File: config.mk
export PLATFORM = sky130hd
export DESIGN_NAME = gpu_command_scheduler_flat
export DESIGN_NICKNAME = d
export VERILOG_FILES = /design/src/rtl/gpu_command_scheduler_pkg.sv /design/src/rtl/gpu_command_scheduler_if.sv /design/src/rtl/gpu_command_scheduler_fifo.sv /design/src/rtl/gpu_command_scheduler.sv /design/src/flat_wrapper.sv
export SDC_FILE = /design/constraint.sdc
export NUM_CORES = 1
export LEC_CHECK = 0
export CORE_UTILIZATION = 58
export DETAILED_ROUTE_END_ITERATION = 6
export PLACE_DENSITY = 0.82
export SYNTH_ARGS = -nofsm -noshare
export SYNTH_HDL_FRONTEND = slang
export SYNTH_SLANG_ARGS = --single-unit
File: constraint.sdc
create_clock -name clock -period 5.1 [get_ports clock]
set_clock_uncertainty 0.05 [all_clocks]
set_input_delay 0.51 -clock clock [delete_from_list [all_inputs] [get_ports clock]]
set_output_delay 0.51 -clock clock [all_outputs]
set_load 0.02 [all_outputs]
File: src/rtl/gpu_command_scheduler_pkg.sv
`default_nettype none
// ============================================================================
// Module  : gpu_cmd_pkg
// Brief   : Shared constants, status bit map and FSM encoding for the GPU
//           command scheduler.
// Revision: 1.0 - initial release
// ============================================================================
package gpu_cmd_pkg;

    localparam logic CMD_FILL = 1'b0;
    localparam logic CMD_TRI  = 1'b1;

    localparam int CMD_WIDTH = 33;

    localparam int STATUS_BUSY      = 0;
    localparam int STATUS_OVERFLOW  = 1;
    localparam int STATUS_TIMEOUT   = 2;
    localparam int STATUS_SPURIOUS  = 3;
    localparam int STATUS_CUR_TYPE  = 4;
    localparam int STATUS_COUNT_LSB = 8;
    localparam int STATUS_DONE_LSB  = 16;

    typedef struct packed {
        logic        cmd_type;
        logic [31:0] data;
    } cmd_t;

    typedef enum logic [1:0] {
        ST_IDLE  = 2'd0,
        ST_ISSUE = 2'd1,
        ST_WAIT  = 2'd2
    } state_t;

endpackage
`default_nettype wire

File: src/rtl/gpu_command_scheduler_if.sv
`default_nettype none
// ============================================================================
// Module  : gpu_command_scheduler_if
// Brief   : Command-write, engine handshake and status signals of the
//           scheduler; slave = scheduler side, master = surrounding logic.
// Revision: 1.0 - initial release
// ============================================================================
interface gpu_command_scheduler_if;

    logic        cmd_write;
    logic        cmd_type;
    logic [31:0] cmd_data;
    logic        cmd_full;
    logic        status_clear;
    logic        fill_start;
    logic [31:0] fill_payload;
    logic        fill_done;
    logic        tri_start;
    logic [31:0] tri_payload;
    logic        tri_done;
    logic [31:0] status_word;
    logic        irq;

    modport master (
        output cmd_write, cmd_type, cmd_data, status_clear, fill_done, tri_done,
        input  cmd_full, fill_start, fill_payload, tri_start, tri_payload,
               status_word, irq
    );

    modport slave (
        input  cmd_write, cmd_type, cmd_data, status_clear, fill_done, tri_done,
        output cmd_full, fill_start, fill_payload, tri_start, tri_payload,
               status_word, irq
    );

endinterface
`default_nettype wire

File: src/rtl/gpu_command_scheduler_fifo.sv
`default_nettype none
// ============================================================================
// Module  : gpu_cmd_fifo
// Brief   : Synchronous FIFO with registered occupancy count; a simultaneous
//           push and pop leaves the count unchanged.
// Revision: 1.0 - initial release
// ============================================================================
module gpu_cmd_fifo #(
    parameter int WIDTH = 33,
    parameter int DEPTH = 4
) (
    input  wire logic                       clock,
    input  wire logic                       reset,
    input  wire logic                       push,
    input  wire logic [WIDTH-1:0]           push_data,
    input  wire logic                       pop,
    output logic      [WIDTH-1:0]           pop_data,
    output logic      [$clog2(DEPTH):0]     count,
    output logic                            full,
    output logic                            empty
);

    localparam int AW = $clog2(DEPTH);
    localparam int CW = AW + 1;

    logic [WIDTH-1:0] r_mem [DEPTH];
    logic [AW-1:0]    r_wr_ptr;
    logic [AW-1:0]    r_rd_ptr;
    logic [CW-1:0]    r_count;
    logic             w_push;
    logic             w_pop;

    assign full     = (r_count == CW'(DEPTH));
    assign empty    = (r_count == '0);
    assign count    = r_count;
    assign pop_data = r_mem[r_rd_ptr];
    assign w_push   = push & ~full;
    assign w_pop    = pop & ~empty;

    always_ff @(posedge clock) begin
        if (w_push) begin
            r_mem[r_wr_ptr] <= push_data;
        end
    end

    always_ff @(posedge clock) begin
        if (reset) begin
            r_wr_ptr <= '0;
            r_rd_ptr <= '0;
            r_count  <= '0;
        end else begin
            if (w_push) begin
                r_wr_ptr <= r_wr_ptr + AW'(1);
            end
            if (w_pop) begin
                r_rd_ptr <= r_rd_ptr + AW'(1);
            end
            if (w_push && !w_pop) begin
                r_count <= r_count + CW'(1);
            end else if (!w_push && w_pop) begin
                r_count <= r_count - CW'(1);
            end
        end
    end

endmodule
`default_nettype wire

File: src/rtl/gpu_command_scheduler.sv
`default_nettype none
// ============================================================================
// Module  : gpu_command_scheduler
// Brief   : Queues fill/triangle commands, issues them one at a time to the
//           engines with a done timeout, and builds the status word.
// Revision: 1.0 - initial release
// ============================================================================
module gpu_command_scheduler
    import gpu_cmd_pkg::*;
#(
    parameter int CMD_DEPTH      = 4,
    parameter int TIMEOUT_CYCLES = 1048576
) (
    input  wire logic               clock,
    input  wire logic               reset,
    gpu_command_scheduler_if.slave  bus
);

    localparam int CW = $clog2(CMD_DEPTH) + 1;
    localparam int TW = $clog2(TIMEOUT_CYCLES);
    localparam logic [TW-1:0] C_TO_LAST = TW'(TIMEOUT_CYCLES - 1);

    state_t         r_state;
    state_t         w_state_nxt;
    cmd_t           w_head;
    logic [CW-1:0]  w_count;
    logic [CW-1:0]  w_count_nxt;
    logic           w_full;
    logic           w_empty;
    logic           w_push;
    logic           w_pop;

    logic           r_cur_type;
    logic [31:0]    r_cur_payload;
    logic [TW-1:0]  r_to_cnt;
    logic [TW-1:0]  w_to_cnt_nxt;
    logic [15:0]    r_completed;
    logic [15:0]    w_completed_nxt;
    logic           r_fill_start;
    logic           r_tri_start;
    logic           w_fill_start_nxt;
    logic           w_tri_start_nxt;
    logic           w_complete;
    logic           w_timeout;
    logic           w_spurious;
    logic           w_match_done;
    logic           w_other_done;
    logic [2:0]     r_sticky;
    logic [2:0]     w_sticky_nxt;
    logic           w_overflow;
    logic           w_cur_type_nxt;
    logic           w_busy_nxt;
    logic [31:0]    r_status;
    logic           r_irq;

    // A write seen while the registered count is full is dropped even if a pop lands this cycle.
    assign w_push     = bus.cmd_write & ~w_full;
    assign w_overflow = bus.cmd_write & w_full;

    gpu_cmd_fifo #(
        .WIDTH (CMD_WIDTH),
        .DEPTH (CMD_DEPTH)
    ) u_fifo (
        .clock     (clock),
        .reset     (reset),
        .push      (w_push),
        .push_data ({bus.cmd_type, bus.cmd_data}),
        .pop       (w_pop),
        .pop_data  (w_head),
        .count     (w_count),
        .full      (w_full),
        .empty     (w_empty)
    );

    always_ff @(posedge clock) begin
        if (reset) begin
            r_state <= ST_IDLE;
        end else begin
            r_state <= w_state_nxt;
        end
    end

    always_comb begin
        w_state_nxt      = r_state;
        w_pop            = 1'b0;
        w_fill_start_nxt = 1'b0;
        w_tri_start_nxt  = 1'b0;
        w_complete       = 1'b0;
        w_timeout        = 1'b0;
        w_to_cnt_nxt     = r_to_cnt;
        w_match_done     = (r_cur_type == CMD_FILL) ? bus.fill_done : bus.tri_done;
        w_other_done     = (r_cur_type == CMD_FILL) ? bus.tri_done  : bus.fill_done;
        w_spurious       = bus.fill_done | bus.tri_done;
        case (r_state)
            ST_IDLE: begin
                if (!w_empty) begin
                    w_pop       = 1'b1;
                    w_state_nxt = ST_ISSUE;
                end
            end
            ST_ISSUE: begin
                w_fill_start_nxt = (r_cur_type == CMD_FILL);
                w_tri_start_nxt  = (r_cur_type == CMD_TRI);
                w_to_cnt_nxt     = '0;
                w_state_nxt      = ST_WAIT;
            end
            ST_WAIT: begin
                w_spurious = w_other_done;
                if (w_match_done) begin
                    w_complete  = 1'b1;
                    w_state_nxt = ST_IDLE;
                end else if (r_to_cnt == C_TO_LAST) begin
                    w_timeout   = 1'b1;
                    w_state_nxt = ST_IDLE;
                end else begin
                    w_to_cnt_nxt = r_to_cnt + TW'(1);
                end
            end
            default: begin
                w_state_nxt = ST_IDLE;
            end
        endcase
    end

    // Status is built from next-cycle values so the registered word matches the state it reports.
    assign w_count_nxt     = w_count + CW'(w_push) - CW'(w_pop);
    assign w_cur_type_nxt  = w_pop ? w_head.cmd_type : r_cur_type;
    assign w_completed_nxt = r_completed + 16'(w_complete);
    assign w_busy_nxt      = (w_state_nxt != ST_IDLE) || (w_count_nxt != '0);
    assign w_sticky_nxt    = (bus.status_clear ? 3'b000 : r_sticky)
                           | {w_spurious, w_timeout, w_overflow};

    always_ff @(posedge clock) begin
        if (reset) begin
            r_cur_type    <= CMD_FILL;
            r_cur_payload <= '0;
            r_to_cnt      <= '0;
            r_completed   <= '0;
            r_fill_start  <= 1'b0;
            r_tri_start   <= 1'b0;
            r_sticky      <= '0;
            r_status      <= '0;
            r_irq         <= 1'b0;
        end else begin
            if (w_pop) begin
                r_cur_type    <= w_head.cmd_type;
                r_cur_payload <= w_head.data;
            end
            r_to_cnt     <= w_to_cnt_nxt;
            r_completed  <= w_completed_nxt;
            r_fill_start <= w_fill_start_nxt;
            r_tri_start  <= w_tri_start_nxt;
            r_sticky     <= w_sticky_nxt;
            r_irq        <= |w_sticky_nxt;
            r_status     <= {w_completed_nxt, 8'(w_count_nxt), 3'b000,
                             w_cur_type_nxt, w_sticky_nxt, w_busy_nxt};
        end
    end

    assign bus.cmd_full     = w_full;
    assign bus.fill_start   = r_fill_start;
    assign bus.tri_start    = r_tri_start;
    assign bus.fill_payload = r_cur_payload;
    assign bus.tri_payload  = r_cur_payload;
    assign bus.status_word  = r_status;
    assign bus.irq          = r_irq;

endmodule
`default_nettype wire

File: src/flat_wrapper.sv
// flat-port wrapper written by rule: the top's interface ports become plain ports
module gpu_command_scheduler_flat import gpu_cmd_pkg::*;
#(
    parameter int CMD_DEPTH      = 4,
    parameter int TIMEOUT_CYCLES = 1048576
)
  (clock, reset, bus_cmd_write, bus_cmd_type, bus_cmd_data, bus_status_clear, bus_fill_done, bus_tri_done, bus_cmd_full, bus_fill_start, bus_fill_payload, bus_tri_start, bus_tri_payload, bus_status_word, bus_irq);
  gpu_command_scheduler_if bus_i ();
  input  wire logic clock;
  input  wire logic reset;
  input wire logic [$bits(bus_i.cmd_write)-1:0] bus_cmd_write;
  input wire logic [$bits(bus_i.cmd_type)-1:0] bus_cmd_type;
  input wire logic [$bits(bus_i.cmd_data)-1:0] bus_cmd_data;
  input wire logic [$bits(bus_i.status_clear)-1:0] bus_status_clear;
  input wire logic [$bits(bus_i.fill_done)-1:0] bus_fill_done;
  input wire logic [$bits(bus_i.tri_done)-1:0] bus_tri_done;
  output wire logic [$bits(bus_i.cmd_full)-1:0] bus_cmd_full;
  output wire logic [$bits(bus_i.fill_start)-1:0] bus_fill_start;
  output wire logic [$bits(bus_i.fill_payload)-1:0] bus_fill_payload;
  output wire logic [$bits(bus_i.tri_start)-1:0] bus_tri_start;
  output wire logic [$bits(bus_i.tri_payload)-1:0] bus_tri_payload;
  output wire logic [$bits(bus_i.status_word)-1:0] bus_status_word;
  output wire logic [$bits(bus_i.irq)-1:0] bus_irq;
  assign bus_i.cmd_write = bus_cmd_write;
  assign bus_i.cmd_type = bus_cmd_type;
  assign bus_i.cmd_data = bus_cmd_data;
  assign bus_i.status_clear = bus_status_clear;
  assign bus_i.fill_done = bus_fill_done;
  assign bus_i.tri_done = bus_tri_done;
  assign bus_cmd_full = bus_i.cmd_full;
  assign bus_fill_start = bus_i.fill_start;
  assign bus_fill_payload = bus_i.fill_payload;
  assign bus_tri_start = bus_i.tri_start;
  assign bus_tri_payload = bus_i.tri_payload;
  assign bus_status_word = bus_i.status_word;
  assign bus_irq = bus_i.irq;
  gpu_command_scheduler #(.CMD_DEPTH(CMD_DEPTH), .TIMEOUT_CYCLES(TIMEOUT_CYCLES)) u_core (.clock(clock), .reset(reset), .bus(bus_i));
endmodule
==> results.md <==
* Die Width at 127 microns
* Starting Density at 59.5%
* DIE AREA at 16,200 sq um
* Critical path class: flop to flop
* Required time of the critical path at 5.39 ns
* GR Overflow Total at 0
* Cells after Synth at 679
* Fill count at 1,011
* CP Launch Type: flop
* Power Dens Cells at 526 nW/um^2
* CTS sink count at 222
* Netlist Area Pre-Place at 9080 sq um
* Detailed Route WL at 18.3 mm
* Fmax at 277 MHz
* Max Cap Violations at 0
* R2R Setup Slk at 1.49 ns
* Min-Delay Endpoint: u_core.bus.fill_payload[31]
* Placed cell area at 10,300 sq um
* Initial antenna violation count at 0
* Mean post-synth cell area at 13.4 sq um
* Status: finished, final reports clean
* Final ANT Viol Nets at 0
* Critical Path Fanout Max at 37
* Max-slew headroom at 22.8%
* Synth cell types at 54
* Post-CTS Resized at 0
* First-pass GRT wire length at 29.4 mm
* Most used flip-flop cell after synthesis: edfxtp_1
* Worst stage delay on the critical path at 0.41 ns
* Least-Margin Pin Slew at 1.15 ns
* Area grow syn2layout at 20.9%
* Clk Latency, worst-skew pair at 0.52 ns
* DR pass1 iterations at 5
* Most common cell after layout, fill and taps aside: edfxtp_1
* Clock slew at reported path FFs at 0.06 ns
* Slew Viols, Final at 0
* FF-to-FF Start: u_core.u_fifo.count[1]
* CTS root buffer: clkbuf_16
* Max VDD drop at 389 uV
* Hold path depth at 2
* Final Wtd Congestion at 0.831
* Per-cell routed wire length at 18.3 microns
* Fin crit period at 3.61 ns
* CTS tree: yes
* Finished Cell Area at 11,000 sq um
* Yosys warnings at 0
* Detailed router's first-iteration violation count at 385
* Number of synthesized flops with an enable pin at 132
* Ratio of cells with drive above 1 in the final layout at 10.8%
* Internal at 3.89 mW
* Most frequent cells in the layout: 132 x edfxtp_1, 129 x clkdlybuf4s50_1, 93 x nand2_1
* All-layer global routing usage at 23.3%
* DP Wirelength at 11.4 mm
* # setup viols final at 0
* Clk pwr share at 26.7%
* RSZ-0062 raised after global routing: no
* DRC violations left at 0
* Nets at 829
* Slowest library cell on the worst path: dfxtp_1
* Crit end category: flop
* Die Ht at 127 microns
* Tcrit/Tclk final at 70.8%
* Hold_buf cts at 0
* Crit Reg-Reg Endpoint: u_core.bus.status_word[0]
* TritonCTS buffer count at 23
* I/O Buffers at 130
* Hold Crit Class: flop to flop
* Count of final hold-check violations at 0
* I/O Pins at 139
* Core footprint at 15,300 sq um
* Static Leak at 3.65 nW
* Comb power frac at 31.8%
* Number of global-route vias before repair at 5,834
* DR vias at 5,676
* Yosys reg bits at 222
* Sw Share at 32.6%
* H-tree levels at 1
* Worst EP arrival at 3.90 ns
* Cell row count at 45
* CTS max path bufs at 3
* P_sw at 1.88 mW
* Crit path cell chain: nor3_1 -> nand2b_2 -> buf_4 -> inv_2 -> ha_1 -> inv_1 -> ha_1 -> inv_1 -> fa_1 -> xor2_1 -> xnor2_1 -> and3b_1 -> a41oi_1
* Hold Path Origin: u_core.bus.fill_payload[31]
* Asr flop ratio synth at 0%
* Final Core Density at 71.9%
* Sequential share of the synthesized area at 63.5%
* Seq pwr share at 41.5%
* Antenna cell count at 0
* Largest net degree at the start of global routing at 75
* FF-to-FF path depth at 13
* Setup Buffers After CTS at 0
* Via density at 5.67
* Fin Setup TNS at 0 ns
==> cells in the mapped netlist, types with 3 or more instances <==
cell type	number	area (sq um)
o21ai_0	6	30.0
clkbuf_1	22	82.6
buf_2	6	30.0
edfxtp_1	132	3960
xor2_1	6	52.6
buf_4	41	308
nor2_1	26	97.6
nand2_1	93	349
nand3_1	10	50.1
mux2i_1	15	150
o31ai_1	5	37.5
nor3_1	9	45.0
nand2b_1	15	93.8
ha_1	14	175
or4_1	5	37.5
a211oi_1	5	37.5
a21oi_1	47	235
or3_1	6	37.5
inv_1	18	67.6
xnor2_1	12	105
and4_1	3	26.3
nor4_1	4	25.0
dfxtp_1	90	1800
nor2b_1	5	31.3
a2111oi_0	5	43.8
and2_1	5	31.3
nand4_1	7	43.8
mux4_2	33	743
==> power groups by stage <==
stage | clock network [mW] | logic, mW | registers, mW
2_1_floorplan | 0 | 1.14 | 2.49
6_report | 1.54 | 1.84 | 2.40
3_5_place_dp | 0 | 1.82 | 2.43
5_1_grt | 1.63 | 1.96 | 2.43
3_3_place_gp | 0 | 1.76 | 2.41
4_1_cts | 1.57 | 1.86 | 2.40
==> cell families after synthesis <==
logic type | synth area share [%]
fa+ha+maj | 2.37
xor+xnor | 1.74
flops | 63.5
mux | 9.84
other cells | 0.0413
compound gates | 5.97
simple gates | 11.0
buf+inv | 5.50
==> stage by stage <==
| stage | power (mW) | hold WS [ns] | instances | setup slack [ns] |
|---|---|---|---|---|
| final | 5.77 | 0.425 | 1001 | 1.49 |
| after global routing | 6.02 | 0.444 | 1001 | 1.21 |
| after CTS | 5.82 | 0.425 | 1001 | 1.45 |
| after detailed placement | 4.25 | 0.418 | 960 | 1.59 |
| after global placement | 4.17 | 0.408 | 960 | 1.73 |
| after floorplan | 3.62 | 0.393 | 686 | 2.21 |
==> layout make-up <==
| type | count | area (sq um) | area share [%] |
|---|---|---|---|
| flip-flops and latches | 222 | 5770 | 52.6 |
| clock inverters | 8 | 51.3 | 0.468 |
| inverters | 19 | 71.3 | 0.650 |
| repair buffers | 134 | 1330 | 12.1 |
| multi-input cells | 374 | 2850 | 25.9 |
| well taps | 211 | 264 | 2.41 |
| clock buffers | 33 | 643 | 5.86 |
==> worst max-delay path: cells and delay by family (launching register included) <==
| kind | cells | cell delay (ns) |
|---|---|---|
| AO/OA/AOI/OAI | 1 | 0.10 |
| XOR/XNOR | 2 | 0.35 |
| adder cells (fa/ha/maj) | 3 | 0.95 |
| buffers and inverters | 4 | 0.90 |
| flip-flops | 1 | 0.41 |
| AND/OR/NAND/NOR | 3 | 0.65 |
==> layer usage <==
| layer | share of wire (%) | global-route usage [%] |
|---|---|---|
| met1 | 40 | 27.7 |
| met2 | 52 | 42.6 |
| met3 | 5.6 | 4.06 |
| met4 | 2.8 | 8.54 |
| met5 | 0 | 0 |
==> how the worst max path moves through the flow <==
| stage | startpoint | end | slack, ns | cells past startpoint |
|---|---|---|---|---|
| after global placement | u_core.u_fifo.count[1] | u_core.bus.status_word[0] | 1.73 | 13 |
| after detailed placement | u_core.u_fifo.count[1] | u_core.bus.status_word[0] | 1.59 | 13 |
| after CTS | u_core.u_fifo.count[1] | u_core.bus.status_word[0] | 1.45 | 13 |
| final | u_core.u_fifo.count[1] | u_core.bus.status_word[0] | 1.49 | 13 |
| after global routing | u_core.u_fifo.count[1] | u_core.bus.status_word[0] | 1.21 | 13 |
| after floorplan | u_core.r_state[1] | u_core.bus.status_word[0] | 2.21 | 15 |
==> flip-flops by register name, indices dropped and copies added (netlist names), named ones only <==
| name | cells |
|---|---|
| u_core.u_fifo.r_rd_ptr | 2 |
| u_core.bus.status_word | 24 |
| u_core.u_fifo.r_mem | 132 |
| u_core.bus.irq | 1 |
| u_core.u_fifo.r_wr_ptr | 2 |
| u_core.bus.fill_start | 1 |
| u_core.bus.tri_start | 1 |
| u_core.r_to_cnt | 20 |
| u_core.bus.fill_payload | 32 |
| u_core.r_state | 2 |
| u_core.u_fifo.count | 3 |
No activity file was read; power rests on OpenSTA's default activity.
